[src/rtl/alu_pkg.sv]
// rtl/alu_pkg.sv - ALU opcode and boolean constants shared with the CPU decoder
package alu_pkg;

    localparam logic [3:0] ALU_NOP0  = 4'h0;
    localparam logic [3:0] ALU_ADD   = 4'h1;
    localparam logic [3:0] ALU_SUB   = 4'h2;
    localparam logic [3:0] ALU_MUL   = 4'h3;
    localparam logic [3:0] ALU_DIV   = 4'h4;
    localparam logic [3:0] ALU_AND   = 4'h5;
    localparam logic [3:0] ALU_OR    = 4'h6;
    localparam logic [3:0] ALU_XOR   = 4'h7;
    localparam logic [3:0] ALU_CMPEQ = 4'h8;
    localparam logic [3:0] ALU_CMPLT = 4'h9;
    localparam logic [3:0] ALU_CMPLE = 4'hA;
    localparam logic [3:0] ALU_SHL   = 4'hB;
    localparam logic [3:0] ALU_SHR   = 4'hC;
    localparam logic [3:0] ALU_SRA   = 4'hD;
    localparam logic [3:0] ALU_REM   = 4'hE;
    localparam logic [3:0] ALU_NOPF  = 4'hF;

    localparam logic TRUE  = 1'b1;
    localparam logic FALSE = 1'b0;

    function automatic logic is_divrem(input logic [3:0] op);
        return (op == ALU_DIV) || (op == ALU_REM);
    endfunction

endpackage

[src/rtl/alu_mc_if.sv]
// rtl/alu_mc_if.sv - operand/result handshake bundle between the execute stage and alu_mc
interface alu_mc_if #(
    parameter int WIDTH = 32
) ();
    logic             in_valid;
    logic             in_ready;
    logic [WIDTH-1:0] data_a;
    logic [WIDTH-1:0] data_b;
    logic [3:0]       alufn;
    logic             out_valid;
    logic             out_ready;
    logic [WIDTH-1:0] res;
    logic             busy;

    modport master (
        output in_valid, data_a, data_b, alufn, out_ready,
        input  in_ready, out_valid, res, busy
    );

    modport slave (
        input  in_valid, data_a, data_b, alufn, out_ready,
        output in_ready, out_valid, res, busy
    );
endinterface

[src/rtl/alu_divider.sv]
// rtl/alu_divider.sv - unsigned restoring radix-2 divider, one quotient bit per enabled cycle
module alu_divider #(
    parameter int WIDTH = 32
) (
    input  logic             clk,
    input  logic             rst,
    input  logic             clk_en,
    input  logic             start_i,
    input  logic [WIDTH-1:0] dividend_i,
    input  logic [WIDTH-1:0] divisor_i,
    output logic [WIDTH-1:0] quotient_o,
    output logic [WIDTH-1:0] remainder_o,
    output logic             done_o
);
    localparam int CW = $clog2(WIDTH);

    logic [CW-1:0]    cnt_q;
    logic             run_q;
    logic [WIDTH-1:0] quo_q, quo_d, rem_q, rem_d, dvs_q;
    logic [WIDTH:0]   rem_sh, diff;

    assign rem_sh = {rem_q, quo_q[WIDTH-1]};
    assign diff   = rem_sh - {1'b0, dvs_q};

    always_comb begin
        if (!diff[WIDTH]) begin
            rem_d = diff[WIDTH-1:0];
            quo_d = {quo_q[WIDTH-2:0], 1'b1};
        end else begin
            rem_d = rem_sh[WIDTH-1:0];
            quo_d = {quo_q[WIDTH-2:0], 1'b0};
        end
    end

    // done_o marks the final iteration; outputs are final on the following cycle
    assign done_o      = run_q && (cnt_q == CW'(WIDTH - 1));
    assign quotient_o  = quo_q;
    assign remainder_o = rem_q;

    always_ff @(posedge clk) begin
        if (rst) begin
            run_q <= 1'b0;
            cnt_q <= '0;
            quo_q <= '0;
            rem_q <= '0;
            dvs_q <= '0;
        end else if (clk_en) begin
            if (start_i) begin
                run_q <= 1'b1;
                cnt_q <= '0;
                quo_q <= dividend_i;
                rem_q <= '0;
                dvs_q <= divisor_i;
            end else if (run_q) begin
                quo_q <= quo_d;
                rem_q <= rem_d;
                cnt_q <= cnt_q + CW'(1);
                if (done_o) begin
                    run_q <= 1'b0;
                end
            end
        end
    end
endmodule

[src/rtl/alu_mc.sv]
// rtl/alu_mc.sv - multi-cycle ALU: registered single-cycle ops plus iterative signed DIV/REM
module alu_mc
    import alu_pkg::*;
#(
    parameter int WIDTH = 32
) (
    input  logic    clk,
    input  logic    rst,
    input  logic    clk_en,
    alu_mc_if.slave bus
);
    localparam int SHW = $clog2(WIDTH);
    localparam logic [1:0] S_IDLE   = 2'd0;
    localparam logic [1:0] S_DIVIDE = 2'd1;
    localparam logic [1:0] S_SIGN   = 2'd2;
    localparam logic [WIDTH-1:0] MIN_VAL = {1'b1, {(WIDTH-1){1'b0}}};

    logic [1:0]       state_q, state_d;
    logic [WIDTH-1:0] res_q, res_d;
    logic             out_valid_q, out_valid_d;
    logic             op_div_q, op_div_d, neg_quo_q, neg_quo_d, neg_rem_q, neg_rem_d;

    logic [WIDTH-1:0] a, b, fast_res, abs_a, abs_b, quo, rem;
    logic [SHW-1:0]   sh;
    logic             div_by_zero, div_ovf, long_op, in_ready, accept, deliver;
    logic             div_start, div_done;

    assign a           = bus.data_a;
    assign b           = bus.data_b;
    assign sh          = b[SHW-1:0];
    assign abs_a       = a[WIDTH-1] ? -a : a;
    assign abs_b       = b[WIDTH-1] ? -b : b;
    assign div_by_zero = (b == '0);
    assign div_ovf     = (a == MIN_VAL) && (b == '1);
    assign long_op     = is_divrem(bus.alufn) && !div_by_zero && !div_ovf;

    assign in_ready = clk_en && !rst && (state_q == S_IDLE) && (!out_valid_q || bus.out_ready);
    assign accept   = bus.in_valid && in_ready;
    assign deliver  = out_valid_q && bus.out_ready && clk_en;

    assign bus.in_ready  = in_ready;
    assign bus.out_valid = out_valid_q;
    assign bus.res       = res_q;
    assign bus.busy      = (state_q == S_DIVIDE) || (state_q == S_SIGN);

    // DIV/REM by zero and MIN/-1 are resolved here so the divider never sees them
    always_comb begin
        fast_res = '0;
        case (bus.alufn)
            ALU_ADD:   fast_res = a + b;
            ALU_SUB:   fast_res = a - b;
            ALU_MUL:   fast_res = a * b;
            ALU_DIV:   fast_res = div_by_zero ? '1 : MIN_VAL;
            ALU_AND:   fast_res = a & b;
            ALU_OR:    fast_res = a | b;
            ALU_XOR:   fast_res = a ^ b;
            ALU_CMPEQ: fast_res = {{(WIDTH-1){1'b0}}, a == b};
            ALU_CMPLT: fast_res = {{(WIDTH-1){1'b0}}, $signed(a) < $signed(b)};
            ALU_CMPLE: fast_res = {{(WIDTH-1){1'b0}}, $signed(a) <= $signed(b)};
            ALU_SHL:   fast_res = a << sh;
            ALU_SHR:   fast_res = a >> sh;
            ALU_SRA:   fast_res = $unsigned($signed(a) >>> sh);
            ALU_REM:   fast_res = div_by_zero ? a : '0;
            default:   fast_res = '0;
        endcase
    end

    always_comb begin
        state_d     = state_q;
        res_d       = res_q;
        out_valid_d = out_valid_q;
        op_div_d    = op_div_q;
        neg_quo_d   = neg_quo_q;
        neg_rem_d   = neg_rem_q;
        div_start   = FALSE;
        if (deliver) begin
            out_valid_d = 1'b0;
        end
        case (state_q)
            S_IDLE: begin
                if (accept) begin
                    if (long_op) begin
                        state_d   = S_DIVIDE;
                        div_start = TRUE;
                        op_div_d  = (bus.alufn == ALU_DIV);
                        neg_quo_d = a[WIDTH-1] ^ b[WIDTH-1];
                        neg_rem_d = a[WIDTH-1];
                    end else begin
                        res_d       = fast_res;
                        out_valid_d = 1'b1;
                    end
                end
            end
            S_DIVIDE: begin
                if (div_done) begin
                    state_d = S_SIGN;
                end
            end
            S_SIGN: begin
                if (op_div_q) begin
                    res_d = neg_quo_q ? -quo : quo;
                end else begin
                    res_d = neg_rem_q ? -rem : rem;
                end
                out_valid_d = 1'b1;
                state_d     = S_IDLE;
            end
            default: state_d = S_IDLE;
        endcase
    end

    always_ff @(posedge clk) begin
        if (rst) begin
            state_q     <= S_IDLE;
            res_q       <= '0;
            out_valid_q <= 1'b0;
            op_div_q    <= 1'b0;
            neg_quo_q   <= 1'b0;
            neg_rem_q   <= 1'b0;
        end else if (clk_en) begin
            state_q     <= state_d;
            res_q       <= res_d;
            out_valid_q <= out_valid_d;
            op_div_q    <= op_div_d;
            neg_quo_q   <= neg_quo_d;
            neg_rem_q   <= neg_rem_d;
        end
    end

    alu_divider #(.WIDTH(WIDTH)) u_div (
        .clk         (clk),
        .rst         (rst),
        .clk_en      (clk_en),
        .start_i     (div_start),
        .dividend_i  (abs_a),
        .divisor_i   (abs_b),
        .quotient_o  (quo),
        .remainder_o (rem),
        .done_o      (div_done)
    );
endmodule

[src/flat_wrapper.sv]
// flat-port wrapper written by rule: the top's interface ports become plain ports
module alu_mc_flat import alu_pkg::*;
#(
    parameter int WIDTH = 32
)
  (clk, rst, clk_en, bus_in_valid, bus_data_a, bus_data_b, bus_alufn, bus_out_ready, bus_in_ready, bus_out_valid, bus_res, bus_busy);
  alu_mc_if #(.WIDTH(WIDTH)) bus_i ();
  input  logic clk;
  input  logic rst;
  input  logic clk_en;
  input wire logic [$bits(bus_i.in_valid)-1:0] bus_in_valid;
  input wire logic [$bits(bus_i.data_a)-1:0] bus_data_a;
  input wire logic [$bits(bus_i.data_b)-1:0] bus_data_b;
  input wire logic [$bits(bus_i.alufn)-1:0] bus_alufn;
  input wire logic [$bits(bus_i.out_ready)-1:0] bus_out_ready;
  output wire logic [$bits(bus_i.in_ready)-1:0] bus_in_ready;
  output wire logic [$bits(bus_i.out_valid)-1:0] bus_out_valid;
  output wire logic [$bits(bus_i.res)-1:0] bus_res;
  output wire logic [$bits(bus_i.busy)-1:0] bus_busy;
  assign bus_i.in_valid = bus_in_valid;
  assign bus_i.data_a = bus_data_a;
  assign bus_i.data_b = bus_data_b;
  assign bus_i.alufn = bus_alufn;
  assign bus_i.out_ready = bus_out_ready;
  assign bus_in_ready = bus_i.in_ready;
  assign bus_out_valid = bus_i.out_valid;
  assign bus_res = bus_i.res;
  assign bus_busy = bus_i.busy;
  alu_mc #(.WIDTH(WIDTH)) u_core (.clk(clk), .rst(rst), .clk_en(clk_en), .bus(bus_i));
endmodule
[config.mk]
export PLATFORM = sky130hd
export DESIGN_NAME = alu_mc_flat
export DESIGN_NICKNAME = d
export VERILOG_FILES = /design/src/rtl/alu_pkg.sv /design/src/rtl/alu_mc_if.sv /design/src/rtl/alu_divider.sv /design/src/rtl/alu_mc.sv /design/src/flat_wrapper.sv
export SDC_FILE = /design/constraint.sdc
export NUM_CORES = 2
export LEC_CHECK = 0
export ABC_AREA = 1
export BUFFER_PORTS_ARGS = -buffer_cell sky130_fd_sc_hd__buf_2
export CAP_MARGIN = 20
export CORE_MARGIN = 2
export CORE_UTILIZATION = 59
export CTS_CLUSTER_SIZE = 24
export DETAILED_ROUTE_END_ITERATION = 10
export PLACE_DENSITY = 0.81
export SKIP_CTS_REPAIR_TIMING = 1
export SLEW_MARGIN = 10
export SYNTH_ARGS = -nofsm -noshare
export SYNTH_HDL_FRONTEND = slang
export SYNTH_HIERARCHICAL = 1
export SYNTH_SLANG_ARGS = --single-unit
[constraint.sdc]
create_clock -name clk -period 7.9 [get_ports clk]
set_input_delay 0.79 -clock clk [delete_from_list [all_inputs] [get_ports clk]]
set_output_delay 0.79 -clock clk [all_outputs]
set_load 0.02 [all_outputs]
==> Word level (Yosys, flattened, before mapping) <==
Cells that the tools add are included.
{ "word_totals": {"reg_bits": 140, "output_inout_bits": 35, "word_cells": 112} }
{ "op_classes": {"addsub": 8, "multipliers": 1, "n_lt_le_gt_ge": 2, "n_eq_ne": 24, "shift": 3, "muxes": 33, "bitwise_logic": 4, "reduce_logical": 26} }
{ "op_table": {"columns": ["operator", "count"], "rows": [
  ["one-hot mux 32 bit (14 select lines)", 1],
  ["two-way mux 32 bit", 13],
  ["negator 32 bit", 4],
  ["== test 32 bit, second input constant", 2],
  ["one-hot mux 32 bit (2 select lines)", 1],
  ["subtractor 33 x 32 -> 33 bit", 1],
  ["adder 32 bit", 1],
  ["bitwise AND 32 bit", 1],
  ["== test 32 bit", 1],
  ["<= comparator 32 bit", 1],
  ["zero test 32 bit", 1],
  ["less-than comparator 32 bit", 1],
  ["multiplier 32 x 32 -> 32 bit", 1],
  ["OR 32 bit", 1],
  ["left shift 32 x 5 -> 32 bit", 1],
  ["right shift 32 x 5 -> 32 bit", 1],
  [">>> shifter 32 x 5 -> 32 bit", 1],
  ["subtractor 32 bit", 1],
  ["XOR 32 bit", 1],
  ["two-way mux 31 bit", 1],
  ["== test 4 bit, second input constant", 7],
  ["== test 4 x 3 -> 1 bit, second input constant", 4],
  ["AND reduction 4 bit", 3],
  ["logical AND 1 bit", 10],
  ["other kinds (19)", 41]
]} }

==> Longest topological paths before layout <==
{ "logic_depth": {"depth_word": 9, "depth_mapped": 39, "mapped_depth_nobuf": 34} }

==> Modules after synthesis <==
The synthesis kept the hierarchy.
{ "modules_own_cells": {"columns": ["mod", "instances", "cells_each", "area_per_inst_um2"], "rows": [
  ["alu_mc", 1, 5162, 31636.6],
  ["alu_divider", 1, 1148, 6977.9]
]} }

==> Worst setup path after synthesis <==
OpenSTA, ideal clock, no wires.
{ "synth_timing": {"kind": "input to register", "startpoint": "in bus_data_b[4]", "endpoint": "reg u_core.res_q[31] (netlist: u_core/bus.res[31])", "setup_time_ps": 70, "arrival_time_ps": 7836, "t_required_ps": 7830, "slack_ps": -6, "path_stages": 36, "n_path_buf": 5, "cell_sequence": "clkbuf_1 -> clkbuf_1 -> clkbuf_1 -> buf_1 -> clkbuf_1 -> nand2_1 -> inv_1 -> fa_1 -> inv_1 -> fa_1 -> fa_1 -> fa_1 -> inv_1 -> fa_1 -> inv_1 -> fa_1 -> inv_1 -> fa_1 -> fa_1 -> ha_1 -> nand2_1 -> nor2_1 -> inv_1 -> nor2_1 -> nand4_1 -> nand3_1 -> nand2_1 -> nand2_1 -> nand2_1 -> nand2_1 -> o21ai_0 -> nand3_1 -> nand3_1 -> nand2_1 -> nand2_1 -> a21oi_1"} }
{ "synth_between": {"elab_chain_len": 6, "elab_cells_between_ends": 20, "classes_between": "2 x add/sub; 1 x mul; 2 x eq/ne; 3 x shift; 5 x mux; 7 x reduce/logical"} }
{ "synth_lines": {"columns": ["element", "line", "source"], "rows": [
  ["start, declared", "flat_wrapper.sv:13", "input wire logic [$bits(bus_i.data_b)-1:0] bus_data_b;"],
  ["parallel branches: the longest is 6 deep, another holds multiplier 32 x 32 -> 32 bit", null, null],
  ["end signal, assigned", "alu_mc.sv:122", "res_q <= res_d;"],
  ["end, declared", "alu_mc.sv:19", "logic [WIDTH-1:0] res_q, res_d;"]
]} }
Several ways; the timed one is not identified. The select of a mux whose other input is x is not followed.
A chain may end at the register's enable or synchronous reset.

==> Worst setup path after layout <==
{ "layout_timing": {"startpoint": "in bus_data_a[10]", "endpoint": "reg u_core.res_q[26] (netlist: u_core/bus.res[26])"} }
{ "layout_between": {"elab_chain_len": 6, "elab_cells_between_ends": 16, "classes_between": "2 x add/sub; 1 x mul; 2 x eq/ne; 3 x shift; 4 x mux; 4 x reduce/logical"} }
{ "layout_lines": {"columns": ["element", "line", "source"], "rows": [
  ["start, declared", "flat_wrapper.sv:12", "input wire logic [$bits(bus_i.data_a)-1:0] bus_data_a;"],
  ["parallel branches: the longest is 6 deep, another holds multiplier 32 x 32 -> 32 bit", null, null]
]} }
Several ways; the timed one is not identified. The select of a mux whose other input is x is not followed.

==> reports/qor.csv <==
metric;value;unit
outcome;finished with violations;
failing checks;design-rule violations;
Pre-antenna DRT Iters;11;
largest net degree at the start of global routing;65;
Num CTS Buffers;17;
DRC Markers;10;
Top FF cell, synth;dfxtp_1;
Hold WC Path Type;reg2reg;
die width;259.8;um
Post-synth EDFFs;0;
vias per cell;6.216;
Hold Vio Cnt, Final;0;
All-Layer GR Usage;0.5379;
Final setup viols;0;
unrepaired setup endpoints after global routing;false;
critical path's most frequent cell;fa_1;
Post-Syn Area per Cell;6.120;um^2
synthesized area;0.03861;mm^2
DRT iter0 DRCs;7141;
clk_skew;0.02167;ns
Final ANT Viol Nets;0;
CP startpoint kind;primary input;
CP Data Required Time;8.23;ns
Top Family by Delay on Critical Path;adder cells;
slew of the pin with the lowest slew margin;1.135;ns
core footprint;0.06458;mm^2
hpwl dp;147900;um
most frequent cell after synthesis;nand2_1;
remaining global-route overflow;0;
Syn Nets;7057;
R2R setup slack;4.38;ns
Fmax;128.5;MHz
Std-Cell Rows;93;
Fin Setup TNS;0;ns
Slew headroom;0.2428;
Tcrit/Tclk final;0.9853;
initial antenna violation count;15;
clk slew on worst S/H paths;0.06;ns
post-synthesis register bit count;140;
CTS Root Cell;clkbuf_16;
synth cell count leaders;1704 x nand2_1, 1308 x inv_1, 446 x o21ai_0, 430 x a21oi_1, 411 x fa_1;
Synth area leader;fa_1;
Critical Path Max Stage Delay;0.57;ns
min cycle time layout;7.784;ns
Ports;108;
Final nets;7095;
Seq/Total Area, Yosys;0.07258;
CTS sink count;140;
top cells by area, synth;fa_1 21%, nand2_1 17%, inv_1 13%;
Slew Viols, Final;0;
Routed Wire Length;183500;um
RD Place Congestion;1.139;
Yosys warning count;6;
Max Fanout on Critical Path;8;
Fill cells;5981;
CP Buf/Inv Count;7;
Initial Util;0.5979;
placed inst area;0.04061;mm^2
htree depth;4;
Port Buf Inserts;107;
Synth top area share;0.2131;
Clock Latency Late Sink;0.45;ns
FFs w/ async S/R, synth;0;
fraction of layout cells with a size suffix above 1;0.07593;
first-pass GRT wire length;268100;um
synth unique cells;66;
CTS tree;built;
Max Cap Viol;0;
Layout area overhead;7.167;%
endpoint type of the worst setup path;register;
post-synthesis instance total;6310;
Clock Tree Buf Depth;2;
drt wl/cell;25.40;um
die footprint;0.06751;mm^2
Power Dens Cells;561.6;mW/mm^2
Crit Path Category;in2reg;
Die Y;259.8;um
slowest cell on the critical path;fa_1;
vias in the first global route;42915;
DR vias;44913;
P_leak;23.31;nW
VDD IR max;1.509;mV
critical path arrival;8.12;ns
fin area;0.04138;mm^2
==> report_power, final <==
group | switching (mW) | internal [mW]
Clock | 0.356 | 0.628
Combinational | 13.2 | 8.36
Sequential | 0.0194 | 0.718
==> path summary, 6_finish.rpt <==
| path | endpoint | start | cells after the start |
|---|---|---|---|
| max reg2reg | u_core/bus.res[31] | u_core/u_div/remainder_o[0] | 12 |
| max | u_core/bus.res[26] | bus_data_a[10] | 27 |
| min reg2reg | u_core/u_div/dvs_q[7] | u_core/u_div/dvs_q[7] | 2 |
| min | u_core/u_div/dvs_q[7] | u_core/u_div/dvs_q[7] | 2 |
==> cells in the final DEF (no fill, tap or decap), types with 9 or more instances in the layout <==
master,n
nor2_2,11
o211ai_1,20
o21ai_0,446
nand4_1,71
o31ai_1,14
o21bai_1,20
dfxtp_1,140
nand2_1,1703
nor3_1,58
nor3_2,10
o21a_1,15
diode_2,9
o22ai_1,21
a31oi_1,20
clkbuf_16,17
nand3b_1,24
nor4_1,14
buf_4,204
o2111ai_1,11
xor2_1,74
ha_1,263
buf_2,107
o221ai_1,9
xnor2_1,15
nor2_1,406
inv_2,18
or2_2,28
o21ai_1,16
a21oi_2,27
a21o_1,14
nand2_2,22
a21oi_1,429
nand3_1,307
inv_1,1307
fa_1,411
==> stage by stage <==
step           hold WS, ns    util  total power, mW  setup WS, ns  std cells
6_report            0.4683  0.6408            23.24        0.1164       7225
3_5_place_dp        0.4546  0.6288            21.11      -0.09447       7181
2_1_floorplan       0.4331       -            13.85       0.06303       6310
5_1_grt             0.4986  0.6404            24.96       0.06326       7216
3_3_place_gp        0.4476  0.6284            21.00      -0.04224       7180
4_1_cts             0.4637  0.6396            22.22        0.3583       7213
==> worst reg2reg max path: cells and delay by family (launching register included) <==
kind / cells / cell delay [ns]
AOI/OAI and AO/OA: 4 / 1.24
DFF: 1 / 0.40
and+or+nand+nor: 6 / 1.54
buffers and inverters: 2 / 0.22
==> sequential cells by signal (all words and copies together), names as in the netlist, 2 cells and up <==
signal,flops
u_core/bus.res,32
u_core/state_q,2
u_core/u_div/cnt_q,5
u_core/u_div/dvs_q,32
u_core/u_div/quotient_o,32
u_core/u_div/remainder_o,32
==> final cells by class <==
class                      count  area, um^2  area share
multi-input combinational   4541       29540      0.7139
sequential                   140        2803     0.06773
antenna                        9       22.52   0.0005442
clock inverter                13       261.5    0.006319
tap                          855        1070     0.02585
inverter                    1328        4987      0.1205
clock buffer                  19       432.9     0.01046
timing repair buffer         320        2262     0.05467
==> layer usage <==
metal	routed length (um)	vias up	global-route usage
met5	67	-	0
met4	19290	12	0.4400
met3	26960	1004	0.1785
met2	74490	3757	0.7926
met1	62720	20583	0.6376
li1	-	19557	-
==> cell families (layout without fill, tap and decap cells) <==
kind of cell | Yosys count | after routing | synth area share
and+or+nand+nor | 2687 | 2687 | 0.2906
buffers and inverters | 1629 | 1680 | 0.1628
AOI/OAI and AO/OA | 1085 | 1085 | 0.1540
adders and majority gates | 674 | 674 | 0.2983
DFF | 140 | 140 | 0.07258
xor gates and xnor gates | 89 | 89 | 0.02019
muxes | 6 | 6 | 0.001555
other | 0 | 9 | 0
Power figures use the tool's default switching activity.
